### config.mk
export PLATFORM = sky130hd
export DESIGN_NAME = mem_access_unit
export DESIGN_NICKNAME = d
export VERILOG_FILES = /design/src/rtl/mem_access_unit.sv
export SDC_FILE = /design/constraint.sdc
export NUM_CORES = 1
export LEC_CHECK = 0
export CAP_MARGIN = 15
export CORE_AREA = 2 2 163 165
export DETAILED_ROUTE_END_ITERATION = 16
export DIE_AREA = 0 0 165 167
export PLACE_DENSITY = 0.8
export SLEW_MARGIN = 0
export SYNTH_ARGS = -nofsm -noshare
export SYNTH_HDL_FRONTEND = slang
export SYNTH_SLANG_ARGS = --single-unit
### constraint.sdc
create_clock -name clk -period 2.99 [get_ports clk]
set_clock_uncertainty 0.1 [all_clocks]
set_input_delay 0.598 -clock clk [delete_from_list [all_inputs] [get_ports clk]]
set_output_delay 0.598 -clock clk [all_outputs]
set_load 0.05 [all_outputs]
### src/rtl/mem_access_unit.sv
// mem_access_unit: valid/ready MEM stage with load formatting, store enables, alignment/bus exceptions, flush and timeout
module mem_access_unit #(
  parameter int ADDR_W = 32,
  parameter int RAW = 5,
  parameter int TIMEOUT = 255
) (
  input  logic              clk,
  input  logic              rst,
  input  logic              in_valid,
  output logic              in_ready,
  input  logic [31:0]       in_pc,
  input  logic [3:0]        in_op,
  input  logic [ADDR_W-1:0] in_addr,
  input  logic [31:0]       in_sdata,
  input  logic              in_rf_we,
  input  logic [RAW-1:0]    in_rf_waddr,
  input  logic              flush,
  output logic              dreq_valid,
  input  logic              dreq_ready,
  output logic [ADDR_W-1:0] dreq_addr,
  output logic [3:0]        dreq_wen,
  output logic [31:0]       dreq_wdata,
  input  logic              dresp_valid,
  input  logic [31:0]       dresp_rdata,
  output logic              wb_valid,
  output logic [31:0]       wb_pc,
  output logic              wb_we,
  output logic [RAW-1:0]    wb_waddr,
  output logic [31:0]       wb_wdata,
  output logic [1:0]        wb_exc,
  output logic [ADDR_W-1:0] wb_badvaddr,
  output logic              stall_req,
  output logic              fwd_we,
  output logic [RAW-1:0]    fwd_waddr,
  output logic [31:0]       fwd_wdata,
  output logic              fwd_pending
);
  typedef enum logic [1:0] {IDLE, REQ, RESP} state_t;
  localparam int CW = $clog2(TIMEOUT + 2);
  state_t state;
  logic [CW-1:0] cnt;
  logic drop, we_q;
  logic [3:0] op_q;
  logic [ADDR_W-1:0] addr_q;
  logic [31:0] sdata_q, pc_q, sh, ld_data;
  logic [RAW-1:0] waddr_q;
  logic in_ld, in_st, in_mis, hit, sgn;
  logic [1:0] in_sz, q_sz;
  logic [7:0] lb_v;
  logic [15:0] lh_v;
  function automatic logic [1:0] sz_of(input logic [3:0] op);
    return (op == 4'd1 || op == 4'd2 || op == 4'd9) ? 2'd0 :
           (op == 4'd3 || op == 4'd4 || op == 4'd10) ? 2'd1 : 2'd2;
  endfunction
  always_comb begin
    in_ld = in_op inside {4'd1, 4'd2, 4'd3, 4'd4, 4'd5};
    in_st = in_op inside {4'd9, 4'd10, 4'd11};
    in_sz = sz_of(in_op);
    in_mis = (in_ld | in_st) & ((in_sz == 2'd1 & in_addr[0]) | (in_sz == 2'd2 & in_addr[1:0] != 2'b00));
    q_sz = sz_of(op_q);
    hit = (TIMEOUT != 0) && (cnt == CW'(TIMEOUT - 1));
    sh = dresp_rdata >> {addr_q[1:0], 3'b000};
    lb_v = sh[7:0];
    lh_v = addr_q[1] ? dresp_rdata[31:16] : dresp_rdata[15:0];
    sgn = op_q == 4'd1 || op_q == 4'd3;
    ld_data = q_sz == 2'd0 ? {{24{sgn & lb_v[7]}}, lb_v} :
              q_sz == 2'd1 ? {{16{sgn & lh_v[15]}}, lh_v} : dresp_rdata;
    in_ready = state == IDLE;
    stall_req = state != IDLE;
    dreq_valid = state == REQ;
    dreq_addr = {addr_q[ADDR_W-1:2], 2'b00};
    dreq_wen = !op_q[3] ? 4'b0000 :
               q_sz == 2'd0 ? 4'b0001 << addr_q[1:0] :
               q_sz == 2'd1 ? (addr_q[1] ? 4'b1100 : 4'b0011) : 4'b1111;
    dreq_wdata = q_sz == 2'd0 ? {4{sdata_q[7:0]}} : q_sz == 2'd1 ? {2{sdata_q[15:0]}} : sdata_q;
    fwd_pending = state != IDLE;
    fwd_we = fwd_pending ? we_q & ~op_q[3] : wb_we;
    fwd_waddr = fwd_pending ? waddr_q : wb_waddr;
    fwd_wdata = wb_wdata;
  end
  always_ff @(posedge clk) begin
    if (rst) begin
      state <= IDLE;
      cnt <= '0;
      drop <= 1'b0;
      op_q <= '0;
      addr_q <= '0;
      sdata_q <= '0;
      pc_q <= '0;
      we_q <= 1'b0;
      waddr_q <= '0;
      wb_valid <= 1'b0;
      wb_pc <= '0;
      wb_we <= 1'b0;
      wb_waddr <= '0;
      wb_wdata <= '0;
      wb_exc <= 2'd0;
      wb_badvaddr <= '0;
    end else begin
      wb_valid <= 1'b0;
      wb_we <= 1'b0;
      wb_exc <= 2'd0;
      case (state)
        IDLE: if (in_valid && !flush) begin
          if (!(in_ld || in_st)) begin
            wb_valid <= 1'b1;
            wb_pc <= in_pc;
            wb_we <= in_rf_we;
            wb_waddr <= in_rf_waddr;
            wb_wdata <= 32'(in_addr);
          end else if (in_mis) begin
            wb_valid <= 1'b1;
            wb_pc <= in_pc;
            wb_exc <= in_st ? 2'd2 : 2'd1;
            wb_badvaddr <= in_addr;
          end else begin
            state <= REQ;
            cnt <= '0;
            drop <= 1'b0;
            op_q <= in_op;
            addr_q <= in_addr;
            sdata_q <= in_sdata;
            pc_q <= in_pc;
            we_q <= in_rf_we;
            waddr_q <= in_rf_waddr;
          end
        end
        REQ: if (dreq_ready) begin
          state <= RESP;
          drop <= flush;
          cnt <= cnt + CW'(1);
        end else if (flush) begin
          state <= IDLE;
        end else if (hit) begin
          state <= IDLE;
          wb_valid <= 1'b1;
          wb_exc <= 2'd3;
          wb_pc <= pc_q;
          wb_badvaddr <= addr_q;
        end else begin
          cnt <= cnt + CW'(1);
        end
        RESP: if (dresp_valid) begin
          state <= IDLE;
          if (!drop && !flush) begin
            wb_valid <= 1'b1;
            wb_pc <= pc_q;
            wb_we <= we_q & ~op_q[3];
            wb_waddr <= waddr_q;
            if (!op_q[3]) wb_wdata <= ld_data;
          end
        end else if (hit) begin
          state <= IDLE;
          if (!drop && !flush) begin
            wb_valid <= 1'b1;
            wb_exc <= 2'd3;
            wb_pc <= pc_q;
            wb_badvaddr <= addr_q;
          end
        end else begin
          cnt <= cnt + CW'(1);
          drop <= drop | flush;
        end
        default: state <= IDLE;
      endcase
    end
  end
endmodule

## Word level (Yosys, flattened, before mapping)

Index checks and enable logic that the tools add are counted.

| cells by class | value |
|---|---|
| $add $sub $neg | 1 |
| equal/unequal tests | 38 |
| shift-type cells | 2 |
| multiplexer cells | 95 |
| bitwise operators | 11 |
| reduce and logical (&&, ||, !) cells | 30 |

Operator list:

| cell | number |
|---|---|
| $mux 32 | 27 |
| $pmux 32 s3 | 2 |
| $pmux 32 s2 | 1 |
| $mux 9 | 7 |
| $mux 2 | 21 |
| $shr 32x5->8 | 1 |
| $pmux 9 s3 | 1 |
| $mux 5 | 5 |
| $eq 4x4->1 const B | 5 |
| $mux 1 | 20 |
| $ne 2x2->1 const B | 10 |
| $eq 4x2->1 const B | 4 |
| $mux 16 | 1 |
| $mux 4 | 4 |
| $reduce_and 7->1 | 2 |
| $eq 4x3->1 const B | 3 |
| $pmux 2 s3 | 2 |
| $reduce_and 6->1 | 2 |
| $logic_or 1x1->1 | 10 |
| $ne 2x1->1 const B | 5 |
| $pmux 5 s2 | 1 |
| $reduce_and 10->1 | 1 |
| $add 9x1->9 const B | 1 |
| $eq 9x8->1 const B | 1 |
| 20 further kinds | 40 |

| word-level totals | value |
|---|---|
| bits in registers | 223 |
| word-level logic and storage cells | 193 |

## Longest topological paths before layout

| depth | value |
|---|---|
| depth after elaboration | 13 |
| depth in mapped cells | 10 |
| depth with buffers taken out | 7 |

## Worst setup path before layout

Ideal clock, no wire load.

| timing | value |
|---|---|
| path kind | register -> output |
| start point | register op_q[0] |
| end point | output dreq_wdata[24] |
| arrival | 2563 ps |
| data required time | 2292 ps |
| path slack | -271 ps |
| stages on the path, launching flop included | 8 |
| path through | dfxtp_1 clkbuf_1 nor3b_1 nor2_1 o22a_1 clkbuf_1 mux2i_1 o21ai_0 |

| on the way | value |
|---|---|
| longest elaborated chain between the ends | 8 |
| elaborated cells on any way between the ends | 16 |
| those cells by class | eq/ne: 7; mux: 4; reduce/logical: 5 |

Ends and longest elaborated chain:

| element | RTL line | text |
|---|---|---|
| start, declared | 43 | `logic [3:0] op_q;` |
| start signal, assigned | 120 | `op_q <= in_op;` |
| $eq 4x2->1 / $eq 4x3->1 (equally long branches) | 53 | `(op == 4'd3 \|\| op == 4'd4 \|\| op == 4'd10) ? 2'd1 : 2'd2;` |
| $logic_or 1x1->1 (2 in a row) | 53 |  |
| $mux 2 | 53 |  |
| $mux 2 (*) | 52 | `return (op == 4'd1 \|\| op == 4'd2 \|\| op == 4'd9) ? 2'd0 :` |
| $eq 2x1->1 | 75 | `dreq_wdata = q_sz == 2'd0 ? {4{sdata_q[7:0]}} : q_sz == 2'd1 ? {2{sdata_q[15:0]}} : sdata_q;` |
| $mux 32 | 75 |  |
| $mux 32 (*) | 75 |  |
| end, declared | 22 | `output logic [31:0] dreq_wdata,` |

Mark *: on every way between the ends. The rest lies on a longest branch, timed or not.

## Worst setup path in the final report

| timing | value |
|---|---|
| start point | register op_q[0] |
| end point | output dreq_wdata[15] |

| on the way | value |
|---|---|
| longest elaborated chain between the ends | 7 |
| elaborated cells on any way between the ends | 14 |
| those cells by class | eq/ne: 6; mux: 3; reduce/logical: 5 |

Ends and longest elaborated chain:

| element | RTL line |
|---|---|
| $eq 4x2->1 / $eq 4x3->1 (equally long branches) | 53 |
| $logic_or 1x1->1 (2 in a row) | 53 |
| $mux 2 | 53 |
| $mux 2 (*) | 52 |
| $logic_not 2->1 (*) | 75 |
| $mux 32 (*) | 75 |

Marked as above.

==> impl_metrics.env <==
export IMPL_outcome="finished clean"
export IMPL_slew_viol_final=0
export IMPL_hold_viol=0
export IMPL_swShare_pct=37.7
export IMPL_final_layout_size_suffix_gt1_share_pct=15.6
export IMPL_avgViaCountPerCell=5.80
export IMPL_n_antenna_cell=0
export IMPL_finalCriticalPeriod_ns=2.92
export IMPL_synth_top_family_by_area="compound AO/OA/AOI/OAI gates"
export IMPL_syn_instance_count=1365
export IMPL_h_tree_depth=1
export IMPL_num_rows=59
export IMPL_max_cap_violations=0
export IMPL_tightest_slew_ns=0.699
export IMPL_gp_congestion=0.850
export IMPL_clock_latency_ns=0.52
export IMPL_num_vias=11485
export IMPL_ys_ff_latch=223
export IMPL_grt_max_degree=116
export IMPL_final_cells=1980
export IMPL_cpPeakStageDelay_ns=0.46
export IMPL_multi_input_area_um2=6670
export IMPL_cp_required_ns=2.29
export IMPL_hold_end="pc_q[28]"
export IMPL_coreArea_um2=25800
export IMPL_cellLeakagePower_uw=0.00605
export IMPL_antenna_found_initial=0
export IMPL_cts_max_path_buffers=3
export IMPL_synthSimpleGateAreaFrac_pct=13.3
export IMPL_post_place_ws_ns=-0.0688
export IMPL_root_buffer="clkbuf_16"
export IMPL_worst_setup_path_start_kind="register"
export IMPL_max_slew_margin_pct=53.4
export IMPL_grt_usage_pct=27.9
export IMPL_fin_util_pct=66.4
export IMPL_worst_slack_ns=0.0746
export IMPL_ff2ff_path_depth=8
export IMPL_synth_edf_count=0
export IMPL_synthAdderAreaFrac_pct=0.715
export IMPL_cp_arrival_ns=2.22
export IMPL_start_util_pct=47.5
export IMPL_overflow=0
export IMPL_synth_compound_area_share_pct=21.8
export IMPL_dp_cells=1932
export IMPL_synth_flop_cell="dfxtp_1"
export IMPL_drt_iter0_drc=936
export IMPL_area_growth_pct=39.7
export IMPL_postRouteAntennaNets=0
export IMPL_synth_mux_area_share_pct=17.6
export IMPL_p_switching_uw=4120
export IMPL_firstDrtPassIters=5
export IMPL_cp_slowest_cell="or3b_1"
export IMPL_dieArea_um2=27600
export IMPL_critPathCaptureType="output pin"
export IMPL_netlist_area_um2=12200
export IMPL_dp_hpwl_um=28500
export IMPL_grt_pass1_wl_um=61800
export IMPL_fp_dieW_um=165
export IMPL_holdPathStages=2
export IMPL_r2r_end="wb_badvaddr[24]"
export IMPL_path_cells="or3b_1, a21oi_4, buf_12, nand2_1, nand2_1, buf_12"
export IMPL_clock_sinks=223
export IMPL_worstSetupPathType="reg -> out"
export IMPL_path_clk_slew_ns=0.06
export IMPL_rsz0062_at_grt="true"
export IMPL_p_clk_share_pct=29.5
export IMPL_hold_path_startpoint="pc_q[28]"
export IMPL_p_seq_share_pct=32.0
export IMPL_fmax_mhz=343
export IMPL_worst_hold_path_type="reg -> reg"
export IMPL_r2r_start="state[1]"
export IMPL_p_comb_share_pct=38.5
export IMPL_syn_area_per_cell_um2=8.97
export IMPL_n_fill_cell=1982
export IMPL_period_share_pct=97.5
export IMPL_peakVddDrop_mv=0.501
export IMPL_synth_cell_types=78
export IMPL_cts_buffers=25
export IMPL_portBuffers=356
export IMPL_grt_pass1_vias=11183
export IMPL_wire_per_inst_um=20.3
export IMPL_regArea_um2=4470
export IMPL_synthArstFlopShare_pct=0
export IMPL_whs_ns=0.361
export IMPL_final_setup_viol_count=0
export IMPL_finalNetCount=1778
export IMPL_wl_um=40200
export IMPL_cp_max_fo=14
export IMPL_power_density_nw_per_um2=639
export IMPL_synth_seq_area_share_pct=36.4
export IMPL_synth_xor_area_share_pct=0.429
export IMPL_ys_warn_count=0
export IMPL_die_y_um=167
export IMPL_crit_start="op_q[0]"
export IMPL_cts_tree="done"
export IMPL_num_io_pins=359
export IMPL_drcViolationCount=0
export IMPL_internal_power_uw=6820
export IMPL_reg2reg_slack_ns=0.34
-- synthesized netlist by cell type, drive strengths merged (14+ instances only) --
| cell type | instances | share of area (%) |
|---|---|---|
| clkbuf | 78 | 2.4 |
| mux2i | 182 | 15 |
| nand2 | 280 | 8.6 |
| a21oi | 96 | 4.0 |
| nor2 | 38 | 1.2 |
| a211oi | 72 | 6.9 |
| o21ai | 48 | 2.0 |
| buf | 114 | 6.8 |
| inv | 14 | 0.43 |
| nand3 | 19 | 0.78 |
| dfxtp | 223 | 36 |
| mux2 | 15 | 1.4 |
| a221oi | 20 | 1.4 |
-- area by class of cell --
class	count	share of cell area, %
multi-input combinational	936	39.0
timing repair buffer	426	27.0
sequential	223	26.1
clock buffer	36	4.13
tap	335	2.45
clock inverter	9	0.892
inverter	15	0.358
-- kinds of logic after synthesis --
family,after synthesis
and+or+nand+nor,387
AOI/OAI and AO/OA,330
DFF,223
buffers and inverters,207
muxes,204
adders and majority gates,7
xor gates and xnor gates,6
other,1
-- worst max-delay path by stage --
stage,cells past startpoint,slack (ns),end
after CTS,3,0.008,in_ready
after detailed placement,7,-0.07,wb_badvaddr[8]
after global placement,7,0.01,wb_badvaddr[5]
after global routing,7,-0.02,dreq_wdata[31]
after floorplan,7,0.03,dreq_wdata[29]
final,6,0.07,dreq_wdata[15]
-- flip-flops by register name, summed over array words and instances, names as in the netlist, 2 cells and up --
signal and flops:
wb_waddr 5, sdata_q 32, addr_q 32, op_q 4, cnt 9, state 2
waddr_q 5, wb_exc 2, fwd_wdata 32, wb_pc 32, pc_q 32, wb_badvaddr 32
-- repair_timing --
action,4_1_cts,5_1_grt
cloned,0,1
setup buffers,0,2
hold buffers,0,0
endpoints found under the setup margin,33,15
hold endpoints to repair,0,0
gates resized for setup,12,12
pin swaps,0,3
-- metal layers --
metal	wire, um	GRT usage [%]	vias to the layer above
met5	0	0	-
met4	1260	9.60	0
met3	3360	5.98	80
met2	19300	46.9	538
met1	16300	35.2	5522
li1	-	-	5345
-- worst max-delay path, delay by kind of cell, from the launching register on --
family	cells	cell delay [ns]
compound gates	1	0.21
buf+inv	2	0.33
simple gates	3	0.77
flops	1	0.40
-- power groups by stage --
stage	Combinational (uW)	Clock (uW)	Sequential, uW
after detailed placement	4180	0	3550
after floorplan	2080	0	4260
final	4210	3230	3500
after CTS	4190	3280	3490
after global routing	4410	3390	3520
after global placement	4120	0	3540
-- placed cells by master, fill, tap and decap left out, drive strengths merged, types with 4 or more instances in the layout --
cell type      synthesis  routed
nand2                280     280
mux2i                182     182
o21a                   8       8
mux2                  15      15
dlygate4sd2            0       7
a221oi                20      20
a211oi                72      72
dfxtp                223     223
o41ai                 13      13
nor2b                  6       6
nand4                  6       6
nand2b                 7       7
bufinv                 0       4
a211o                  8       8
ha                     7       7
o21ai                 48      48
o2111a                 4       4
a31oi                  5       5
a21boi                 8       8
mux4                   7       7
buf                  114     100
a311oi                13      13
nand3b                 4       4
a21oi                 96      96
nor3                   6       6
clkdlybuf4s50          0     317
nor2                  38      38
o31ai                  7       7
and2                   5       5
a21o                   4       4
inv                   14      14
clkbuf                78      37
nand3                 19      19
-- through the flow --
stage	instance area, um2	TNS, ns	total power [uW]
floorplan	12300	0	6340
global placement	16200	0	7660
detailed placement	16200	-1.64	7730
CTS	17000	0	11000
global route	17100	-0.0254	11300
finish	17100	0	10900
Note: power is estimated with default switching activity, not from simulation.
